**src/rtl/pll_clk_manager_if.sv**
```systemverilog
// Status/control bundle between the clock manager and the rest of the chip.
// The master side is the manager: it reads the PLL lock and drives everything else.
interface pll_clk_manager_if #(
  parameter int NUM_CH = 2,
  parameter int CNT_W  = 8
);
  logic              pll_lock_i;
  logic              pll_resetb_o;
  logic              sys_rst_o;
  logic              ready_o;
  logic [NUM_CH-1:0] ce_o;
  logic [2:0]        state_o;
  logic [CNT_W-1:0]  retry_cnt_o;
  logic [CNT_W-1:0]  lock_loss_cnt_o;

  modport master (
    input  pll_lock_i,
    output pll_resetb_o, sys_rst_o, ready_o, ce_o, state_o, retry_cnt_o, lock_loss_cnt_o
  );

  modport slave (
    output pll_lock_i,
    input  pll_resetb_o, sys_rst_o, ready_o, ce_o, state_o, retry_cnt_o, lock_loss_cnt_o
  );
endinterface

```
**src/rtl/pll_clk_manager.sv**
```systemverilog
// PLL reset sequencer, lock qualifier and system-reset generator running on the
// reference clock, plus NUM_CH phase-accumulator clock-enable generators.
module pll_clk_manager #(
  parameter int                       PLL_RST_CYCLES = 16,
  parameter int                       LOCK_TIMEOUT   = 4096,
  parameter int                       LOCK_FILTER    = 256,
  parameter int                       RST_HOLD       = 64,
  parameter int                       NUM_CH         = 2,
  parameter int                       ACC_W          = 16,
  parameter logic [NUM_CH*ACC_W-1:0]  INCR           = {16'd1, 16'd1},
  parameter int                       CNT_W          = 8
) (
  input  logic                clk_i,
  input  logic                rst_i,
  pll_clk_manager_if.master   bus
);

  typedef enum logic [2:0] {
    PLL_RST   = 3'd0,
    WAIT_LOCK = 3'd1,
    FILTER    = 3'd2,
    HOLD      = 3'd3,
    RUN       = 3'd4
  } state_t;

  function automatic int max_of(input int a, input int b);
    return (a > b) ? a : b;
  endfunction

  localparam int T_MAX   = max_of(max_of(PLL_RST_CYCLES, LOCK_TIMEOUT),
                                  max_of(LOCK_FILTER, RST_HOLD));
  localparam int TIMER_W = $clog2(T_MAX) + 1;

  localparam logic [TIMER_W-1:0] T_PLL     = TIMER_W'(PLL_RST_CYCLES - 1);
  localparam logic [TIMER_W-1:0] T_TIMEOUT = TIMER_W'(LOCK_TIMEOUT - 1);
  localparam logic [TIMER_W-1:0] T_FILTER  = TIMER_W'(LOCK_FILTER - 1);
  localparam logic [TIMER_W-1:0] T_HOLD    = TIMER_W'(RST_HOLD - 1);
  localparam logic [CNT_W-1:0]   CNT_MAX   = '1;

  logic               sync_q;
  logic               lock_s;
  state_t             state_q, state_d;
  logic [TIMER_W-1:0] timer_q;
  logic [CNT_W-1:0]   retry_q, loss_q;
  logic               retry_inc, loss_inc;
  logic               resetb_d, sys_rst_d, ready_d;
  logic               resetb_q, sys_rst_q, ready_q;
  logic [ACC_W-1:0]   acc_q [NUM_CH];
  logic [ACC_W:0]     sum   [NUM_CH];
  logic [NUM_CH-1:0]  ce_q;

  // Two-flop synchroniser: PLL LOCK has no timing relation to clk_i.
  always_ff @(posedge clk_i) begin
    // NOTE: non-blocking assignments keep both flops sampling the pre-edge values;
    // a blocking pair here would collapse into a single flop.
    if (rst_i) begin
      sync_q <= 1'b0;
      lock_s <= 1'b0;
    end else begin
      sync_q <= bus.pll_lock_i;
      lock_s <= sync_q;
    end
  end

  // State register, shared timer and saturating event counters.
  always_ff @(posedge clk_i) begin
    if (rst_i) begin
      state_q <= PLL_RST;
      timer_q <= '0;
      retry_q <= '0;
      loss_q  <= '0;
    end else begin
      state_q <= state_d;
      timer_q <= (state_d != state_q) ? '0 : timer_q + TIMER_W'(1);
      if (retry_inc && retry_q != CNT_MAX) retry_q <= retry_q + CNT_W'(1);
      if (loss_inc && loss_q != CNT_MAX)   loss_q  <= loss_q + CNT_W'(1);
    end
  end

  // Lock checks come first in every state so a lock drop beats a terminal count.
  always_comb begin
    // NOTE: every output of this block gets a default first so no path infers a latch.
    state_d   = state_q;
    retry_inc = 1'b0;
    loss_inc  = 1'b0;
    unique case (state_q)
      PLL_RST:   if (timer_q == T_PLL) state_d = WAIT_LOCK;
      WAIT_LOCK: begin
        if (lock_s) state_d = FILTER;
        else if (timer_q == T_TIMEOUT) begin
          state_d   = PLL_RST;
          retry_inc = 1'b1;
        end
      end
      FILTER: begin
        if (!lock_s)                  state_d = WAIT_LOCK;
        else if (timer_q == T_FILTER) state_d = HOLD;
      end
      HOLD: begin
        if (!lock_s)                state_d = WAIT_LOCK;
        else if (timer_q == T_HOLD) state_d = RUN;
      end
      RUN: begin
        if (!lock_s) begin
          state_d  = PLL_RST;
          loss_inc = 1'b1;
        end
      end
      default: state_d = PLL_RST;
    endcase
  end

  // Outputs decode the next state so they flip on the same edge as state_o.
  always_comb begin
    resetb_d  = (state_d != PLL_RST);
    sys_rst_d = (state_d != RUN);
    ready_d   = (state_d == RUN);
  end

  always_ff @(posedge clk_i) begin
    if (rst_i) begin
      resetb_q  <= 1'b0;
      sys_rst_q <= 1'b1;
      ready_q   <= 1'b0;
    end else begin
      resetb_q  <= resetb_d;
      sys_rst_q <= sys_rst_d;
      ready_q   <= ready_d;
    end
  end

  always_comb begin
    for (int k = 0; k < NUM_CH; k++) begin
      sum[k] = {1'b0, acc_q[k]} + {1'b0, INCR[k*ACC_W +: ACC_W]};
    end
  end

  // Accumulators are gated by the next state, so leaving RUN never leaves a stray pulse.
  always_ff @(posedge clk_i) begin
    // NOTE: the accumulator array is a bank of flops, not a RAM, so it is reset
    // explicitly along with everything else.
    if (rst_i || state_d != RUN) begin
      for (int k = 0; k < NUM_CH; k++) acc_q[k] <= '0;
      ce_q <= '0;
    end else begin
      for (int k = 0; k < NUM_CH; k++) begin
        acc_q[k] <= sum[k][ACC_W-1:0];
        ce_q[k]  <= sum[k][ACC_W];
      end
    end
  end

  assign bus.pll_resetb_o    = resetb_q;
  assign bus.sys_rst_o       = sys_rst_q;
  assign bus.ready_o         = ready_q;
  assign bus.ce_o            = ce_q;
  assign bus.state_o         = state_q;
  assign bus.retry_cnt_o     = retry_q;
  assign bus.lock_loss_cnt_o = loss_q;

endmodule

```
**src/flat_wrapper.sv**
```systemverilog
// flat-port wrapper written by rule: the top's interface ports become plain ports
module pll_clk_manager_flat 
#(
  parameter int                       PLL_RST_CYCLES = 16,
  parameter int                       LOCK_TIMEOUT   = 4096,
  parameter int                       LOCK_FILTER    = 256,
  parameter int                       RST_HOLD       = 64,
  parameter int                       NUM_CH         = 2,
  parameter int                       ACC_W          = 16,
  parameter logic [NUM_CH*ACC_W-1:0]  INCR           = {16'd1, 16'd1},
  parameter int                       CNT_W          = 8
)
  (clk_i, rst_i, bus_pll_lock_i, bus_pll_resetb_o, bus_sys_rst_o, bus_ready_o, bus_ce_o, bus_state_o, bus_retry_cnt_o, bus_lock_loss_cnt_o);
  pll_clk_manager_if #(.NUM_CH(NUM_CH), .CNT_W(CNT_W)) bus_i ();
  input  logic clk_i;
  input  logic rst_i;
  input wire logic [$bits(bus_i.pll_lock_i)-1:0] bus_pll_lock_i;
  output wire logic [$bits(bus_i.pll_resetb_o)-1:0] bus_pll_resetb_o;
  output wire logic [$bits(bus_i.sys_rst_o)-1:0] bus_sys_rst_o;
  output wire logic [$bits(bus_i.ready_o)-1:0] bus_ready_o;
  output wire logic [$bits(bus_i.ce_o)-1:0] bus_ce_o;
  output wire logic [$bits(bus_i.state_o)-1:0] bus_state_o;
  output wire logic [$bits(bus_i.retry_cnt_o)-1:0] bus_retry_cnt_o;
  output wire logic [$bits(bus_i.lock_loss_cnt_o)-1:0] bus_lock_loss_cnt_o;
  assign bus_i.pll_lock_i = bus_pll_lock_i;
  assign bus_pll_resetb_o = bus_i.pll_resetb_o;
  assign bus_sys_rst_o = bus_i.sys_rst_o;
  assign bus_ready_o = bus_i.ready_o;
  assign bus_ce_o = bus_i.ce_o;
  assign bus_state_o = bus_i.state_o;
  assign bus_retry_cnt_o = bus_i.retry_cnt_o;
  assign bus_lock_loss_cnt_o = bus_i.lock_loss_cnt_o;
  pll_clk_manager #(.PLL_RST_CYCLES(PLL_RST_CYCLES), .LOCK_TIMEOUT(LOCK_TIMEOUT), .LOCK_FILTER(LOCK_FILTER), .RST_HOLD(RST_HOLD), .NUM_CH(NUM_CH), .ACC_W(ACC_W), .INCR(INCR), .CNT_W(CNT_W)) u_core (.clk_i(clk_i), .rst_i(rst_i), .bus(bus_i));
endmodule
```
**config.mk**
```make
export PLATFORM = sky130hd
export DESIGN_NAME = pll_clk_manager_flat
export DESIGN_NICKNAME = d
export VERILOG_FILES = /design/src/rtl/pll_clk_manager_if.sv /design/src/rtl/pll_clk_manager.sv /design/src/flat_wrapper.sv
export SDC_FILE = /design/constraint.sdc
export NUM_CORES = 1
export LEC_CHECK = 0
export CAP_MARGIN = 20
export CORE_ASPECT_RATIO = 1.5
export CORE_MARGIN = 2
export CORE_UTILIZATION = 40
export DETAILED_ROUTE_END_ITERATION = 10
export PLACE_DENSITY = 0.59
export SLEW_MARGIN = 20
export SYNTH_ARGS = -nofsm -noshare
export SYNTH_HDL_FRONTEND = slang
export SYNTH_SLANG_ARGS = --single-unit
```
**constraint.sdc**
```tcl
create_clock -name clk_i -period 6.7 [get_ports clk_i]
set_input_delay 0.67 -clock clk_i [delete_from_list [all_inputs] [get_ports clk_i]]
set_output_delay 0.67 -clock clk_i [all_outputs]
set_load 0.05 [all_outputs]
```
==> results of run 1 <==
==> worst register-to-register path, cell delays in order (launching register included) <==
cell	delay, ns
dfxtp_1	0.35
ha_1	0.33
nand3_2	0.15
or4_4	0.58
a2111oi_4	0.43
o31a_2	0.33
nor3_1	0.09
==> worst min-delay path by stage <==
stage / start / end / slack (ns) / cells past startpoint
floorplan: u_core.sync_q / u_core.lock_s / 0.41 / 1
global placement: u_core.sync_q / u_core.lock_s / 0.43 / 1
detailed placement: u_core.sync_q / u_core.lock_s / 0.42 / 1
CTS: u_core.sync_q / u_core.lock_s / 0.44 / 1
global route: u_core.acc_q[0][15] / u_core.bus.ce_o[0] / 0.47 / 2
finish: u_core.sync_q / u_core.lock_s / 0.44 / 1
==> where the power goes <==
part,switching (uW),internal (uW)
sequential,1.89,424
combinational,5.92,4.17
clock,181,328
==> cell type report <==
type / count / area [um2] / area share (%)
Multi-Input combinational cell: 250 / 1590 / 42.1
Clock buffer: 10 / 229 / 6.08
Timing Repair Buffer: 26 / 260 / 6.91
Tap cell: 102 / 128 / 3.39
Inverter: 13 / 48.8 / 1.30
Clock inverter: 6 / 92.6 / 2.46
Sequential cell: 71 / 1420 / 37.7
==> logic make-up (layout without fill, tap and decap cells) <==
family | Yosys count | in the layout | synth area share, %
buffers and inverters | 23 | 55 | 3.18
adders and majority gates | 5 | 5 | 2.01
muxes | 2 | 2 | 0.645
DFF | 71 | 71 | 45.8
xor gates and xnor gates | 53 | 53 | 14.9
AOI/OAI and AO/OA | 17 | 17 | 4.27
and+or+nand+nor | 173 | 173 | 29.2
==> layout by cell type (no fill, tap or decap), types with 3 or more instances in the layout <==
cell,n
nor3_1,18
and4_1,7
xnor2_1,31
a21oi_1,5
and2_1,4
and3_1,9
o21ai_0,3
nand4_1,12
ha_1,5
dfxtp_1,71
nand2_1,16
nor2_1,61
xor2_1,22
nor2b_1,3
nor4_1,8
clkbuf_16,9
inv_1,13
clkdlybuf4s50_1,26
or3_1,3
nand3_1,17
==> sequential cells by signal (all words and copies together) (netlist names) <==
register and flops:
u_core.bus.lock_loss_cnt_o 8, u_core.acc_q 32, u_core.bus.state_o 3, u_core.sync_q 1
u_core.bus.pll_resetb_o 1, u_core.lock_s 1, u_core.bus.retry_cnt_o 8, u_core.timer_q 13
u_core.bus.sys_rst_o 1, u_core.bus.ce_o 2, u_core.bus.ready_o 1
==> layer usage <==
| metal | up-vias | wire length, um |
|---|---|---|
| li1 | 1234 | - |
| met1 | 1140 | 2560 |
| met2 | 25 | 3080 |
| met3 | 7 | 167 |
| met4 | 0 | 82 |
| met5 | - | 0 |
==> metrics by stage <==
step | std cells | hold WS [ns]
detailed placement | 462 | 0.423
CTS | 478 | 0.445
global route | 478 | 0.472
floorplan | 344 | 0.414
global placement | 462 | 0.430
finish | 478 | 0.438
==> results.ini, run 1 <==
[pwr]
p_leak_uw = 0.00125
power_density_mw_per_mm2 = 251
total_power_uw = 946
max-vdd-ir-drop_uv = 151

[worst_setup_path]
crit_required_ns = 6.87
reg2reg_from = u_core.timer_q[0]
crit_buf_inv = 1
critPathMaxFanout = 25
criticalPathCategory = in -> reg
crit_path_end_kind = flip-flop
crit_path_start_kind = primary input
r2r_end = u_core.timer_q[8]
rr_worst_depth = 6
startpoint = rst_i
crit_end = u_core.timer_q[8]
cp.arrival_ns = 2.88
worst_path_max_delay_cell = clkdlybuf4s50_1
r2r_slack_ns = 4.29
critical_path_cell_count = 5
path_cells = clkdlybuf4s50_1, nor2_1, o21ai_0, nor4b_2, nor3_1
max_stage_delay_ns = 1.04
path_delay_family = buffers and inverters

[finish]
final_util_pct = 49.8
design_area_mm2 = 0.00377
drive_above_1_share_pct = 6.65
fin_nets = 379
fillers = 730
area_growth_syn_to_layout_pct = 21.3
diodes = 0

[cts]
cts_tree = done
htree_num_levels = 3
cts_made_buffers = 9
post_cts.repair.setup_buffers = 0
cts_sinks = 71
clock_path_buffers = 2
root_buffer = clkbuf_16
clk_latency_ns = 0.32
post_cts_resize_count = 0
path_clk_slew_ns = 0.06
cts_hold_buf = 0

[timing]
fin_setup_tns_ns = 0
finalHoldViolations = 0
finalClockSkew_ns = 0.00714
worst_pin_slew_ns = 0.929
period_minus_slack_ns = 2.71
setup_slack_ns = 3.99
slew_violations = 0
rsz0062_at_grt = false
maxSlewHeadroom_pct = 37.9
timing.final.crit_share_pct = 40.5
setup_viol = 0
fmax_mhz = 369

[hold_path]
hp-class = reg -> reg

[global_routing]
grt_use_met2_pct = 26.0
antenna_found_initial = 0
gr-usage-met3_pct = 3.73
grt_start_max_net_pins = 36
busiest_layer = met2
grt_overflow = 0
grt_pass1_vias = 2296
grt_use_total_pct = 14.7
grt_first_pass_wirelength_mm = 10.3
met1_usage_pct = 17.3

[logic_synthesis]
synth_edf_count = 0
yosys-top-cells-area = dfxtp_1 46%, xnor2_1 8.7%, nor2_1 7.4%, xor2_1 6.2%, nor3_1 2.9%
avgSynthCellArea_um2 = 9.03
yosysTopAreaCell = dfxtp_1
syn-instance-count = 344
synth_common_cells = 71 x dfxtp_1, 61 x nor2_1, 31 x xnor2_1
yosysMostFrequentCell = dfxtp_1
async_flop_share_pct = 0
seq_area_frac_synth_pct = 45.8
yosysWarnings = 0
netlist_area_mm2 = 0.00311
syn-num-nets = 352
yosysTopAreaCellShare_pct = 45.8
yosys_most_used_dff = dfxtp_1
synth.distinct_cells = 42
ys_seq_elements = 71

[die]
core.rowCount = 39
coreArea_mm2 = 0.00756
ioPinCount = 27
start_util_pct = 41.1
die_h_um = 112
die-width_um = 75.9
dieArea_mm2 = 0.00850

[status]
status = completed

[job]
maxCapViolCount = 0

[place]
placed_area_mm2 = 0.00344
dp_hpwl_mm = 4.04
port_buffers = 26
place_congestion = 0.758
dpl_worst_slack_ns = 3.42

[routing]
antenna_left = 0
post_drt_via_cell_ratio = 5.03
wl_per_cell_um = 12.3
drtIter0Drc = 106
dr_total_vias = 2406
drc_errors = 0
first_pass_iters = 4
wl_mm = 5.89

No activity file was read; power rests on OpenSTA's default activity.
==> run 2: changes to the inputs <==
clock period = 2.8 ns   (was 6.7 ns; I/O delays follow)
==> run 2 against run 1 <==
Effect of this change: sequential share of layout area grew 0.29 points; sequential power increased by 140%; register-to-register slack got worse by 3.9 ns; critical path depth rose by 1; flip-flop and latch count stayed put; hold slack worse by 0.0047 ns; via count grew 0.46%; largest cell class unchanged.
==> results.ini, run 2 (same netlist as run 1, synthesis figures left out) <==
[finish]
area_growth_syn_to_layout_pct = 20.4
largest_register_ffs = 32
fin_nets = 383
layout_commonest_cell = dfxtp_1
fillers = 731
layout_common_cells = 71 x dfxtp_1, 61 x nor2_1, 31 x xnor2_1
drive_above_1_share_pct = 7.12
diodes = 0
largest_register = u_core.acc_q
reg_top3 = u_core.acc_q (32), u_core.timer_q (13)

[cts]
clock_path_buffers = 2
clk_latency_ns = 0.33
root_buffer = clkbuf_16
post_cts.repair.setup_buffers = 0
cts_sinks = 71
cts_made_buffers = 9
cts_hold_buf = 0
post_cts_resize_count = 0
cts_tree = done
path_clk_slew_ns = 0.05
htree_num_levels = 3

[worst_setup_path]
path_delay_family = simple AND/OR/NAND/NOR gates
cp.arrival_ns = 2.56
crit_buf_inv = 0
max_stage_delay_ns = 0.57
crit_path_start_kind = flip-flop
worst_path_max_delay_cell = or4_4
crit_path_end_kind = flip-flop
criticalPathCategory = reg -> reg
path_cells = ha_1, nand3_2, or4_4, a2111oi_4, o31a_2, nor3_1
critPathMaxFanout = 10
crit_required_ns = 2.97

[routing]
first_pass_iters = 4
wl_mm = 5.92
wl_per_cell_um = 12.3
drc_errors = 0
antenna_left = 0
drtIter0Drc = 60
post_drt_via_cell_ratio = 5.02
dr_total_vias = 2417

[timing]
maxSlewHeadroom_pct = 40.3
rsz0062_at_grt = false
setup_viol = 0
setup_slack_ns = 0.418
timing.final.crit_share_pct = 85.1
fin_setup_tns_ns = 0
slew_violations = 0
worst_pin_slew_ns = 0.893
hold_slack_ns = 0.434
finalHoldViolations = 0
fmax_mhz = 420
finalClockSkew_ns = 0.00609
period_minus_slack_ns = 2.38

[place]
dpl_worst_slack_ns = 0.485
port_buffers = 26
dp_hpwl_mm = 4.20
place_congestion = 0.836

[pwr]
p_leak_uw = 0.00125
power_density_mw_per_mm2 = 549
max-vdd-ir-drop_uv = 302

[global_routing]
grt_use_total_pct = 15.5
grt_first_pass_wirelength_mm = 10.7
antenna_found_initial = 0
grt_pass1_vias = 2366
grt_overflow = 0
grt_start_max_net_pins = 21

[die]
ioPinCount = 27
die-width_um = 75.9
core.rowCount = 39
coreArea_mm2 = 0.00756
dieArea_mm2 = 0.00850
die_h_um = 112
start_util_pct = 41.1

[hold_path]
hp-class = reg -> reg

[status]
status = completed

[job]
maxCapViolCount = 0

==> run 2: cell types whose count changed in the layout (fill, tap and decap cells not counted) <==
| cell | change |
|---|---|
| buf_4 | +4 |
| clkbuf_8 | +1 |
| inv_6 | -2 |
| bufinv_16 | -2 |
| clkinvlp_4 | -1 |
| nand2_1 | +1 |
| nand2_2 | -1 |
| clkinv_2 | +3 |
==> run 2: worst register-to-register path, cell delays in order (launching register included) <==
cell	delay, ns
dfxtp_1	0.35
ha_1	0.32
nand3_2	0.15
or4_4	0.57
a2111oi_4	0.45
o31a_2	0.31
nor3_1	0.09
==> run 2: final cells by class <==
type / count / area (um2) / area share (%)
clock buffers: 11 / 243 / 6.49
clock inverters: 4 / 22.5 / 0.602
inverters: 13 / 48.8 / 1.31
flip-flops and latches: 71 / 1420 / 38.0
repair buffers: 30 / 290 / 7.76
well taps: 102 / 128 / 3.41
multi-input cells: 250 / 1590 / 42.4
==> run 2: routing by layer <==
layer	track usage [%]	vias up	routed length, um
li1	-	1242	-
met1	18.1	1121	2550
met2	25.9	34	3000
met5	0	-	0
met3	3.89	20	175
met4	8.73	0	190
==> run 2: path summary, 6_finish.rpt <==
| path | slack, ns | cells after the start | to | startpoint |
|---|---|---|---|---|
| setup / recovery | 0.42 | 6 | u_core.timer_q[3] | u_core.timer_q[0] |
| setup reg to reg | 0.42 | 6 | u_core.timer_q[3] | u_core.timer_q[0] |
| hold reg to reg | 0.43 | 1 | u_core.lock_s | u_core.sync_q |
| hold / removal | 0.43 | 1 | u_core.lock_s | u_core.sync_q |
==> run 2: power breakdown <==
part | switching, uW | internal, uW
clock network | 392 | 613
logic | 14.6 | 10.9
registers | 4.70 | 1020
==> run 2: stage by stage <==
step           utilization [%]  power, uW  cell area, um2  std cells
6_report                  49.4       2050            3740        481
5_1_grt                   49.4       2130            3740        481
4_1_cts                   49.4       2080            3740        481
3_5_place_dp              45.9       1070            3470        466
3_3_place_gp              45.9       1070            3470        466
2_1_floorplan                -       1060            3110        344
==> run 3: changes to the inputs <==
PLACE_DENSITY = 0.61   (was 0.59)
clock period = 2 ns   (was 2.8 ns; I/O delays follow)
==> run 3 against run 2 <==
Effect of this change: the run now ends with setup timing left; clock skew decreased by 0.0014 ns; wire length rose by 9.6%; total power up 46%; largest cell class unchanged; largest power group is now clock.
==> results.ini, run 3 (same netlist as run 1, synthesis figures left out) <==
[status]
status = complete, but fails checks
violations = setup timing

[finish]
final_util_pct = 54.3
layout_common_cells = 64 x dfxtp_1, 61 x nor2_1, 41 x buf_4
fillers = 720
drive_above_1_share_pct = 19.5
largest_register_ffs = 32
largest_register = u_core.acc_q
layout_commonest_cell = dfxtp_1
fin_nets = 419
diodes = 0
reg_top3 = u_core.acc_q (32), u_core.timer_q (13)
area_growth_syn_to_layout_pct = 32.4
instances_no_fill = 517

[place]
dp.cells = 502
place_congestion = 0.869
dpl_worst_slack_ns = -0.283
port_buffers = 26
dp_hpwl_mm = 4.63

[timing]
finalHoldViolations = 0
period_minus_slack_ns = 2.08
worst_pin_slew_ns = 0.716
hold_slack_ns = 0.428
finalClockSkew_ns = 0.00473
fmax_mhz = 480
setup_viol = 11
maxSlewHeadroom_pct = 52.1
slew_violations = 0
rsz0062_at_grt = true
setup_slack_ns = -0.0836
timing.final.crit_share_pct = 104
fin_setup_tns_ns = -0.539

[worst_setup_path]
criticalPathCategory = reg -> reg
crit_path_start_kind = flip-flop
rr_worst_depth = 6
r2r_slack_ns = -0.08
cp.arrival_ns = 2.32
reg2reg_from = u_core.timer_q[10]
critPathMaxFanout = 2
crit_required_ns = 2.24
r2r_end = u_core.bus.pll_resetb_o
path_cells = or3_1, or4_4, a2111oi_4, buf_4, nor3_1, o22ai_1
crit_path_end_kind = flip-flop
max_stage_delay_ns = 0.51
worst_path_max_delay_cell = or4_4

[die]
die_h_um = 112
coreArea_mm2 = 0.00756
core.rowCount = 39
dieArea_mm2 = 0.00850
start_util_pct = 41.1
die-width_um = 75.9
ioPinCount = 27

[cts]
clk_latency_ns = 0.33
clock_path_buffers = 2
cts_sinks = 71
cts_made_buffers = 9
root_buffer = clkbuf_16
post_cts.repair.setup_buffers = 0
cts_tree = done
path_clk_slew_ns = 0.05
htree_num_levels = 3

[routing]
first_pass_iters = 4
post_drt_via_cell_ratio = 4.89
wl_mm = 6.49
antenna_left = 0
drtIter0Drc = 73
drc_errors = 0
wl_per_cell_um = 12.6
dr_total_vias = 2528

[global_routing]
antenna_found_initial = 0
grt_overflow = 0
grt_first_pass_wirelength_mm = 11.5
grt_pass1_vias = 2556
grt_start_max_net_pins = 20
grt_use_total_pct = 16.6

[hold_path]
whs_path_depth = 2
min_from = bus_pll_lock_i
min_to = u_core.sync_q
hp-class = in -> reg

[pwr]
power_density_mw_per_mm2 = 731
max-vdd-ir-drop_uv = 465
p_leak_uw = 0.00145

[job]
maxCapViolCount = 0

[run 3: what timing repair did]
| item | in CTS | in global routing |
|---|---|---|
| cloned | 0 | 0 |
| endpoints found under the setup margin | 11 | 48 |
| gates resized for setup | 2 | 7 |
| hold buffers | 0 | 0 |
| pin swaps | 5 | 2 |
[run 3: area by class of cell]
cell class | instances | area, um2 | share of cell area (%)
timing repair buffer | 66 | 558 | 13.6
sequential | 71 | 1430 | 34.8
tap | 102 | 128 | 3.11
inverter | 13 | 48.8 | 1.19
clock buffer | 11 | 233 | 5.66
clock inverter | 4 | 47.5 | 1.16
multi-input combinational | 250 | 1670 | 40.5
[run 3: metal layers]
metal	up-vias	routed length, um	track usage (%)
li1	1308	-	-
met1	1181	2830	18.8
met2	30	3360	29.5
met3	9	187	3.89
met4	0	111	7.52
met5	-	0	0
[run 3: worst max-delay path by stage]
stage                                      from                            end  slack [ns]  cells after the start
final                        u_core.timer_q[10]        u_core.bus.pll_resetb_o       -0.08                      6
after global routing         u_core.timer_q[10]              u_core.timer_q[5]       -0.18                      6
after CTS                    u_core.timer_q[10]              u_core.timer_q[8]       -0.07                      6
after detailed placement      u_core.timer_q[6]              u_core.timer_q[9]       -0.28                      6
after global placement        u_core.timer_q[6]              u_core.timer_q[9]       -0.23                      6
after floorplan           u_core.bus.state_o[2]  u_core.bus.lock_loss_cnt_o[7]       -0.06                      6
[run 3: critical path: cells and delay by family, from the launching register on]
| kind | cells | cell delay [ns] |
|---|---|---|
| compound gates | 2 | 0.56 |
| flops | 1 | 0.32 |
| simple gates | 3 | 0.94 |
| buf+inv | 1 | 0.19 |
[run 3: through the flow]
stage | cell area [um2] | total power (uW)
final | 4110 | 3000
after global routing | 4110 | 3120
after CTS | 4080 | 3040
after detailed placement | 3780 | 1510
after global placement | 3780 | 1510
after floorplan | 3150 | 1490
[run 3: power breakdown]
| group | switching (uW) | internal [uW] |
|---|---|---|
| clock network | 566 | 954 |
| logic | 26.9 | 28.2 |
| registers | 5.47 | 1420 |
| total | 599 | 2410 |
